$ cat src/rtl/cache_line_sequencer.sv
// Moves whole cache lines between the cache data array and an AXI4 memory port:
// an optional dirty-line writeback burst, then an optional refill burst, one request at a time.
module cache_line_sequencer #(
    parameter int                  ID_WIDTH   = 6,
    parameter int                  LINE_BEATS = 4,
    parameter logic [ID_WIDTH-1:0] AXI_ID     = '0
) (
    input  logic                          clk,
    input  logic                          rst,
    input  logic                          i_req_valid,
    output logic                          o_req_ready,
    input  logic                          i_req_wb,
    input  logic [31:0]                   i_req_wb_addr,
    input  logic                          i_req_fill,
    input  logic [31:0]                   i_req_fill_addr,
    output logic                          o_wb_rd_en,
    output logic [$clog2(LINE_BEATS)-1:0] o_wb_rd_beat,
    input  logic [63:0]                   i_wb_rd_data,
    output logic                          o_fill_we,
    output logic [$clog2(LINE_BEATS)-1:0] o_fill_beat,
    output logic [63:0]                   o_fill_data,
    output logic                          o_done,
    output logic                          o_err,
    output logic [ID_WIDTH-1:0]           o_awid,
    output logic [31:0]                   o_awaddr,
    output logic [7:0]                    o_awlen,
    output logic [2:0]                    o_awsize,
    output logic [1:0]                    o_awburst,
    output logic                          o_awvalid,
    input  logic                          i_awready,
    output logic [63:0]                   o_wdata,
    output logic [7:0]                    o_wstrb,
    output logic                          o_wlast,
    output logic                          o_wvalid,
    input  logic                          i_wready,
    input  logic [ID_WIDTH-1:0]           i_bid,
    input  logic [1:0]                    i_bresp,
    input  logic                          i_bvalid,
    output logic                          o_bready,
    output logic [ID_WIDTH-1:0]           o_arid,
    output logic [31:0]                   o_araddr,
    output logic [7:0]                    o_arlen,
    output logic [2:0]                    o_arsize,
    output logic [1:0]                    o_arburst,
    output logic                          o_arvalid,
    input  logic                          i_arready,
    input  logic [ID_WIDTH-1:0]           i_rid,
    input  logic [63:0]                   i_rdata,
    input  logic [1:0]                    i_rresp,
    input  logic                          i_rlast,
    input  logic                          i_rvalid,
    output logic                          o_rready
);
    localparam int                BEAT_W    = $clog2(LINE_BEATS);
    localparam logic [31:0]       LINE_MASK = ~(32'(LINE_BEATS * 8) - 32'd1);
    localparam logic [BEAT_W-1:0] LAST_BEAT = BEAT_W'(LINE_BEATS - 1);

    typedef enum logic [2:0] {
        IDLE, WB_AW, WB_RD, WB_W, WB_B, FILL_AR, FILL_R, DONE
    } state_t;

    state_t            state_reg, state_next;
    logic [BEAT_W-1:0] beat_reg, beat_next;
    logic              err_reg, err_next;
    logic              fill_reg;
    logic [31:0]       wb_addr_reg;
    logic [31:0]       fill_addr_reg;
    logic              wfirst_reg;
    logic [63:0]       wdata_reg;
    logic              fill_we_reg;
    logic [BEAT_W-1:0] fill_beat_reg;
    logic [63:0]       fill_data_reg;
    logic              beat_last;

    // Response IDs carry no information for a single outstanding request.
    logic unused_ids;
    assign unused_ids = ^{i_bid, i_rid};

    assign beat_last = (beat_reg == LAST_BEAT);

    always_comb begin
        state_next = state_reg;
        beat_next  = beat_reg;
        err_next   = err_reg;
        case (state_reg)
            IDLE: begin
                if (i_req_valid) begin
                    err_next = 1'b0;
                    if (i_req_wb)
                        state_next = WB_AW;
                    else if (i_req_fill)
                        state_next = FILL_AR;
                    else
                        state_next = DONE;
                end
            end
            WB_AW: begin
                if (i_awready) begin
                    state_next = WB_RD;
                    beat_next  = '0;
                end
            end
            WB_RD: state_next = WB_W;
            WB_W: begin
                if (i_wready) begin
                    if (beat_last) begin
                        state_next = WB_B;
                    end else begin
                        beat_next  = beat_reg + 1'b1;
                        state_next = WB_RD;
                    end
                end
            end
            WB_B: begin
                if (i_bvalid) begin
                    if (i_bresp != 2'b00)
                        err_next = 1'b1;
                    state_next = fill_reg ? FILL_AR : DONE;
                end
            end
            FILL_AR: begin
                if (i_arready) begin
                    state_next = FILL_R;
                    beat_next  = '0;
                end
            end
            FILL_R: begin
                if (i_rvalid) begin
                    if (i_rresp != 2'b00 || i_rlast != beat_last)
                        err_next = 1'b1;
                    beat_next = beat_reg + 1'b1;
                    // Burst length is fixed; a misplaced rlast only flags an error.
                    if (beat_last)
                        state_next = DONE;
                end
            end
            DONE:    state_next = IDLE;
            default: state_next = IDLE;
        endcase
    end

    always_ff @(posedge clk) begin
        if (rst) begin
            state_reg     <= IDLE;
            beat_reg      <= '0;
            err_reg       <= 1'b0;
            fill_reg      <= 1'b0;
            wb_addr_reg   <= '0;
            fill_addr_reg <= '0;
            wfirst_reg    <= 1'b0;
            wdata_reg     <= '0;
            fill_we_reg   <= 1'b0;
            fill_beat_reg <= '0;
            fill_data_reg <= '0;
        end else begin
            state_reg <= state_next;
            beat_reg  <= beat_next;
            err_reg   <= err_next;
            if (state_reg == IDLE && i_req_valid) begin
                fill_reg      <= i_req_fill;
                wb_addr_reg   <= i_req_wb_addr & LINE_MASK;
                fill_addr_reg <= i_req_fill_addr & LINE_MASK;
            end
            // Array read data is only valid in the first WB_W cycle; hold it afterwards.
            wfirst_reg <= (state_reg == WB_RD);
            if (wfirst_reg)
                wdata_reg <= i_wb_rd_data;
            fill_we_reg <= (state_reg == FILL_R) && i_rvalid;
            if (state_reg == FILL_R && i_rvalid) begin
                fill_beat_reg <= beat_reg;
                fill_data_reg <= i_rdata;
            end
        end
    end

    assign o_req_ready  = (state_reg == IDLE);
    assign o_wb_rd_en   = (state_reg == WB_RD);
    assign o_wb_rd_beat = beat_reg;
    assign o_fill_we    = fill_we_reg;
    assign o_fill_beat  = fill_beat_reg;
    assign o_fill_data  = fill_data_reg;
    assign o_done       = (state_reg == DONE);
    assign o_err        = (state_reg == DONE) && err_reg;

    assign o_awid    = AXI_ID;
    assign o_awaddr  = wb_addr_reg;
    assign o_awlen   = 8'(LINE_BEATS - 1);
    assign o_awsize  = 3'd3;
    assign o_awburst = 2'b01;
    assign o_awvalid = (state_reg == WB_AW);

    assign o_wdata  = wfirst_reg ? i_wb_rd_data : wdata_reg;
    assign o_wstrb  = 8'hFF;
    assign o_wlast  = (state_reg == WB_W) && beat_last;
    assign o_wvalid = (state_reg == WB_W);
    assign o_bready = (state_reg == WB_B);

    assign o_arid    = AXI_ID;
    assign o_araddr  = fill_addr_reg;
    assign o_arlen   = 8'(LINE_BEATS - 1);
    assign o_arsize  = 3'd3;
    assign o_arburst = 2'b01;
    assign o_arvalid = (state_reg == FILL_AR);
    assign o_rready  = (state_reg == FILL_R);

endmodule

$ cat config.mk
export PLATFORM = sky130hd
export DESIGN_NAME = cache_line_sequencer
export DESIGN_NICKNAME = d
export VERILOG_FILES = /design/src/rtl/cache_line_sequencer.sv
export SDC_FILE = /design/constraint.sdc
export NUM_CORES = 1
export LEC_CHECK = 0
export ABC_AREA = 1
export CAP_MARGIN = 20
export CORE_AREA = 2 2 184 186
export DETAILED_ROUTE_END_ITERATION = 6
export DIE_AREA = 0 0 186 188
export PLACE_DENSITY_LB_ADDON = 0.25
export SLEW_MARGIN = 20
export SYNTH_ARGS = -nofsm -noshare
export SYNTH_HDL_FRONTEND = slang
export SYNTH_SLANG_ARGS = --single-unit
$ cat constraint.sdc
create_clock -name clk -period 3.4 [get_ports clk]
set_clock_uncertainty 0.05 [all_clocks]
set_input_delay 0.68 -clock clk [delete_from_list [all_inputs] [get_ports clk]]
set_output_delay 0.68 -clock clk [all_outputs]
set_load 0.03 [all_outputs]
==> summary.txt, run 1 <==
Power and ir drop
  – Switching share of power: 38.26%
  – Reg power frac: 34.0%
  – NetSw: between 3 and 4 mW
  – Pleak: approximately 4.8 nW
  – Final Total Pwr: between 7 and 8 mW
  – Int Pwr: 4.923 mW
  – Comb power frac: about two fifths
  – VDD IR-drop max: approximately 0.33 mV
  – Clk pwr share: 27.4%
  – Cell Pwr Density: ~640 nW/um2

STA
  – Final setup vio count: 0
  – Fmax: about 320 MHz
  – Final Critical Period: a little over 3 ns
  – RSZ-0062 raised after global routing: false
  – Final TNS setup: 0 ns
  – Worst-margin pin slew: between 0.7 and 0.8 ns
  – Final count of pins violating max slew: 0
  – Hold_ws: a little over 0.4 ns
  – Period Utilization, post-route: 91.50%
  – Hold Fails Final Rpt: 0
  – Slew margin rel.: a little under half

Clocking
  – Longest Clk Path Bufs: 2
  – Sink Count: just under 200
  – CTS tree: done
  – Clk_lat worst skew: about 0.44 ns
  – Root Driver: clkbuf_16
  – CTS Buf Count: 17
  – Postcts setup bufs: 0
  – H-tree Lvls: 4
  – Worst-path clk slew: around 0.07 ns

Setup path
  – Crit. End Element: output port
  – Crit path required time: 2.67 ns
  – Cell Chain, Critical Path: inv_2, buf_12, nand2_1, nand2_1, clkdlybuf4s50_1
  – Setup crit start kind: flop
  – Critical path's most frequent cell: nand2_1
  – Crit path largest cell delay: 0.70 ns
  – Worst EP arrival: between 2 and 2.5 ns
  – Slowest stage cell, crit path: clkdlybuf4s50_1
  – Critical path fanouts, max: 45
  – Setup CP Type: reg2out

Die
  – Die H: around 190 um
  – Boundary pin count: ~470
  – Row cnt: 67
  – Initial core utilization: between 20% and 30%
  – Chip width: around 190 um
  – DIE AREA: 34970 um2
  – Core area: about 33000 um2

Routing
  – Drt initial violations: between 300 and 400
  – Vias per std cell: between 4 and 5
  – Average wire per standard cell: 15.17 um
  – Detailed-route via count: approximately 8k
  – 1st-pass router iterations: 4
  – Drt total wl: between 20 and 30 mm
  – DRC Markers: 0
  – Post-DRT Antenna Nets: 0

Global routing
  – Met2 Use GR: around a quarter
  – Met1 Resource Use GR: approximately 18%
  – Layer with the highest usage: met2
  – GRT Util Overall: 15.72%
  – First-pass GRT wire length: ~42 mm
  – Initial antenna violation count: 1
  – Vias in the first global route: roughly 7.6k
  – Total gr overflow: 0
  – GR Util met3: between 6 and 7%
  – Largest net degree at the start of global routing: about 80

Synthesis
  – Post-synthesis sequential area ratio: about half
  – Post-synth top area share: between 40% and 50%
  – Largest area contributor in the netlist: dfxtp_1
  – Synth Warn #: 0
  – Post-synthesis sequential element count: 193
  – Mapped Area: approximately 8000 um2
  – Synth unique cells: 25
  – Syn avg cell area: 7.493 um2
  – Gate Count Post-Synth: between 1k and 1.5k
  – Synth area leaders: dfxtp_1, nand2_1, a21oi_1, nand3_1, buf_4

Placed design
  – DP Area: between 10000 and 15000 um2
  – DP HPWL: 19.67 mm
  – Number of buffers added on ports: just under 400
  – Final Wtd Congestion: around 0.73

Final layout
  – Layout cell share with drive strength beyond 1: around 4.2%
  – P&R area growth vs syn: 59.38%
  – Nets: roughly 1.6k
  – Cell area after layout: 12500 um2

Flow run
  – Max-cap violation count: 0

Outcome
  – Run status: completed

Hold path
  – Hold WC Path Type: reg2reg
-- critical path, delay by kind of cell (launching register included) --
family / cells / cell delay [ns]
buffers and inverters: 3 / 1.29
DFF: 1 / 0.41
and+or+nand+nor: 2 / 0.18
-- logic make-up (layout without fill, tap and decap cells) --
family                   count (synthesis)  after routing  share of synthesized area, %
AO/OA/AOI/OAI                          196            196                         12.65
adder cells (fa/ha/maj)                  1              1                        0.1595
buffers and inverters                  153            459                         11.28
flip-flops                             193            193                         49.25
other                                    2             57                       0.09573
AND/OR/NAND/NOR                        502            502                         26.57
-- final timing paths --
check | from | to | slack, ns | cells after the start
max reg2reg | state_reg[2] | o_fill_data[58] | 0.96 | 5
max | wfirst_reg | o_wdata[61] | 0.29 | 5
min reg2reg | o_fill_data[47] | o_fill_data[47] | 0.41 | 2
min | o_fill_data[47] | o_fill_data[47] | 0.41 | 2
-- metal layers --
metal	wire, um	vias up	share of wire [%]
li1	-	3986	-
met2	13360	301	47
met5	0	-	0
met4	685	0	2.4
met1	11530	3607	41
met3	2576	38	9.2
-- per-stage QoR --
step                      std cells  worst slack (ns)  util, %
after floorplan                1101             1.397        -
after global placement         1823            0.6024    35.86
after detailed placement       1823            0.6172    35.86
after CTS                      1855            0.1656    37.75
after global routing           1856            0.1083    37.76
final                          1856            0.2890    37.76
-- power groups by stage --
stage	Clock (mW)	Combinational, mW	Sequential, mW
6_report	2.19	3.08	2.71
3_5_place_dp	0	3.11	2.76
4_1_cts	2.27	3.11	2.71
2_1_floorplan	0	1.66	3.01
5_1_grt	2.35	3.32	2.75
3_3_place_gp	0	3.11	2.76
-- layout make-up --
type / count / area (um2)
fillers: 3457 / 20610
repair buffers: 406 / 4065
flip-flops and latches: 193 / 3870
multi-input cells: 755 / 3302
well taps: 448 / 560.5
clock buffers: 20 / 446.7
clock inverters: 12 / 177.7
inverters: 21 / 78.83
diodes: 1 / 2.502
-- synth_stat cells (all sizes together) --
cell / n
conb: 2
nand2: 341
a21boi: 1
nor3: 3
buf: 96
nand3: 129
nand3b: 2
or2: 1
a21oi: 187
a31oi: 1
ha: 1
nor2: 25
inv: 21
o21ai: 4
dfxtp: 193
o211ai: 3
clkbuf: 36
nand4: 1
-- repair_timing --
action,4_1_cts,5_1_grt
hold endpoints to repair,0,0
endpoints found under the setup margin,0,1
hold buffers,0,0
gates resized for setup,0,1
-- layout by cell type (no fill, tap or decap), drive strengths merged --
cell type and count:
or2 1, a21oi 187, o21ai 4, a21boi 1
clkbuf 20, bufinv 4, ha 1, nor2 25
inv 25, clkdlybuf4s50 391, nand3 129, buf 15
clkinv 3, nand3b 2, nor3 3, nand2 341
nand4 1, clkinvlp 1, a31oi 1, dfxtp 193
o211ai 3, conb 56, diode 1
Power figures use the tool's default switching activity.
==> run 2, diff against run 1 <==
Settings changed: CTS_CLUSTER_DIAMETER set to 60, CTS_CLUSTER_SIZE set to 10.
==> results of run 2 <==
Final layout, timing and power as in run 1 (identical DEF).
==> run 3, diff against run 2 <==
Settings changed: CAP_MARGIN 20 to unset, SKIP_CTS_REPAIR_TIMING set to 1.
==> results of run 3 <==
Final layout, timing and power as in run 1 (identical DEF).
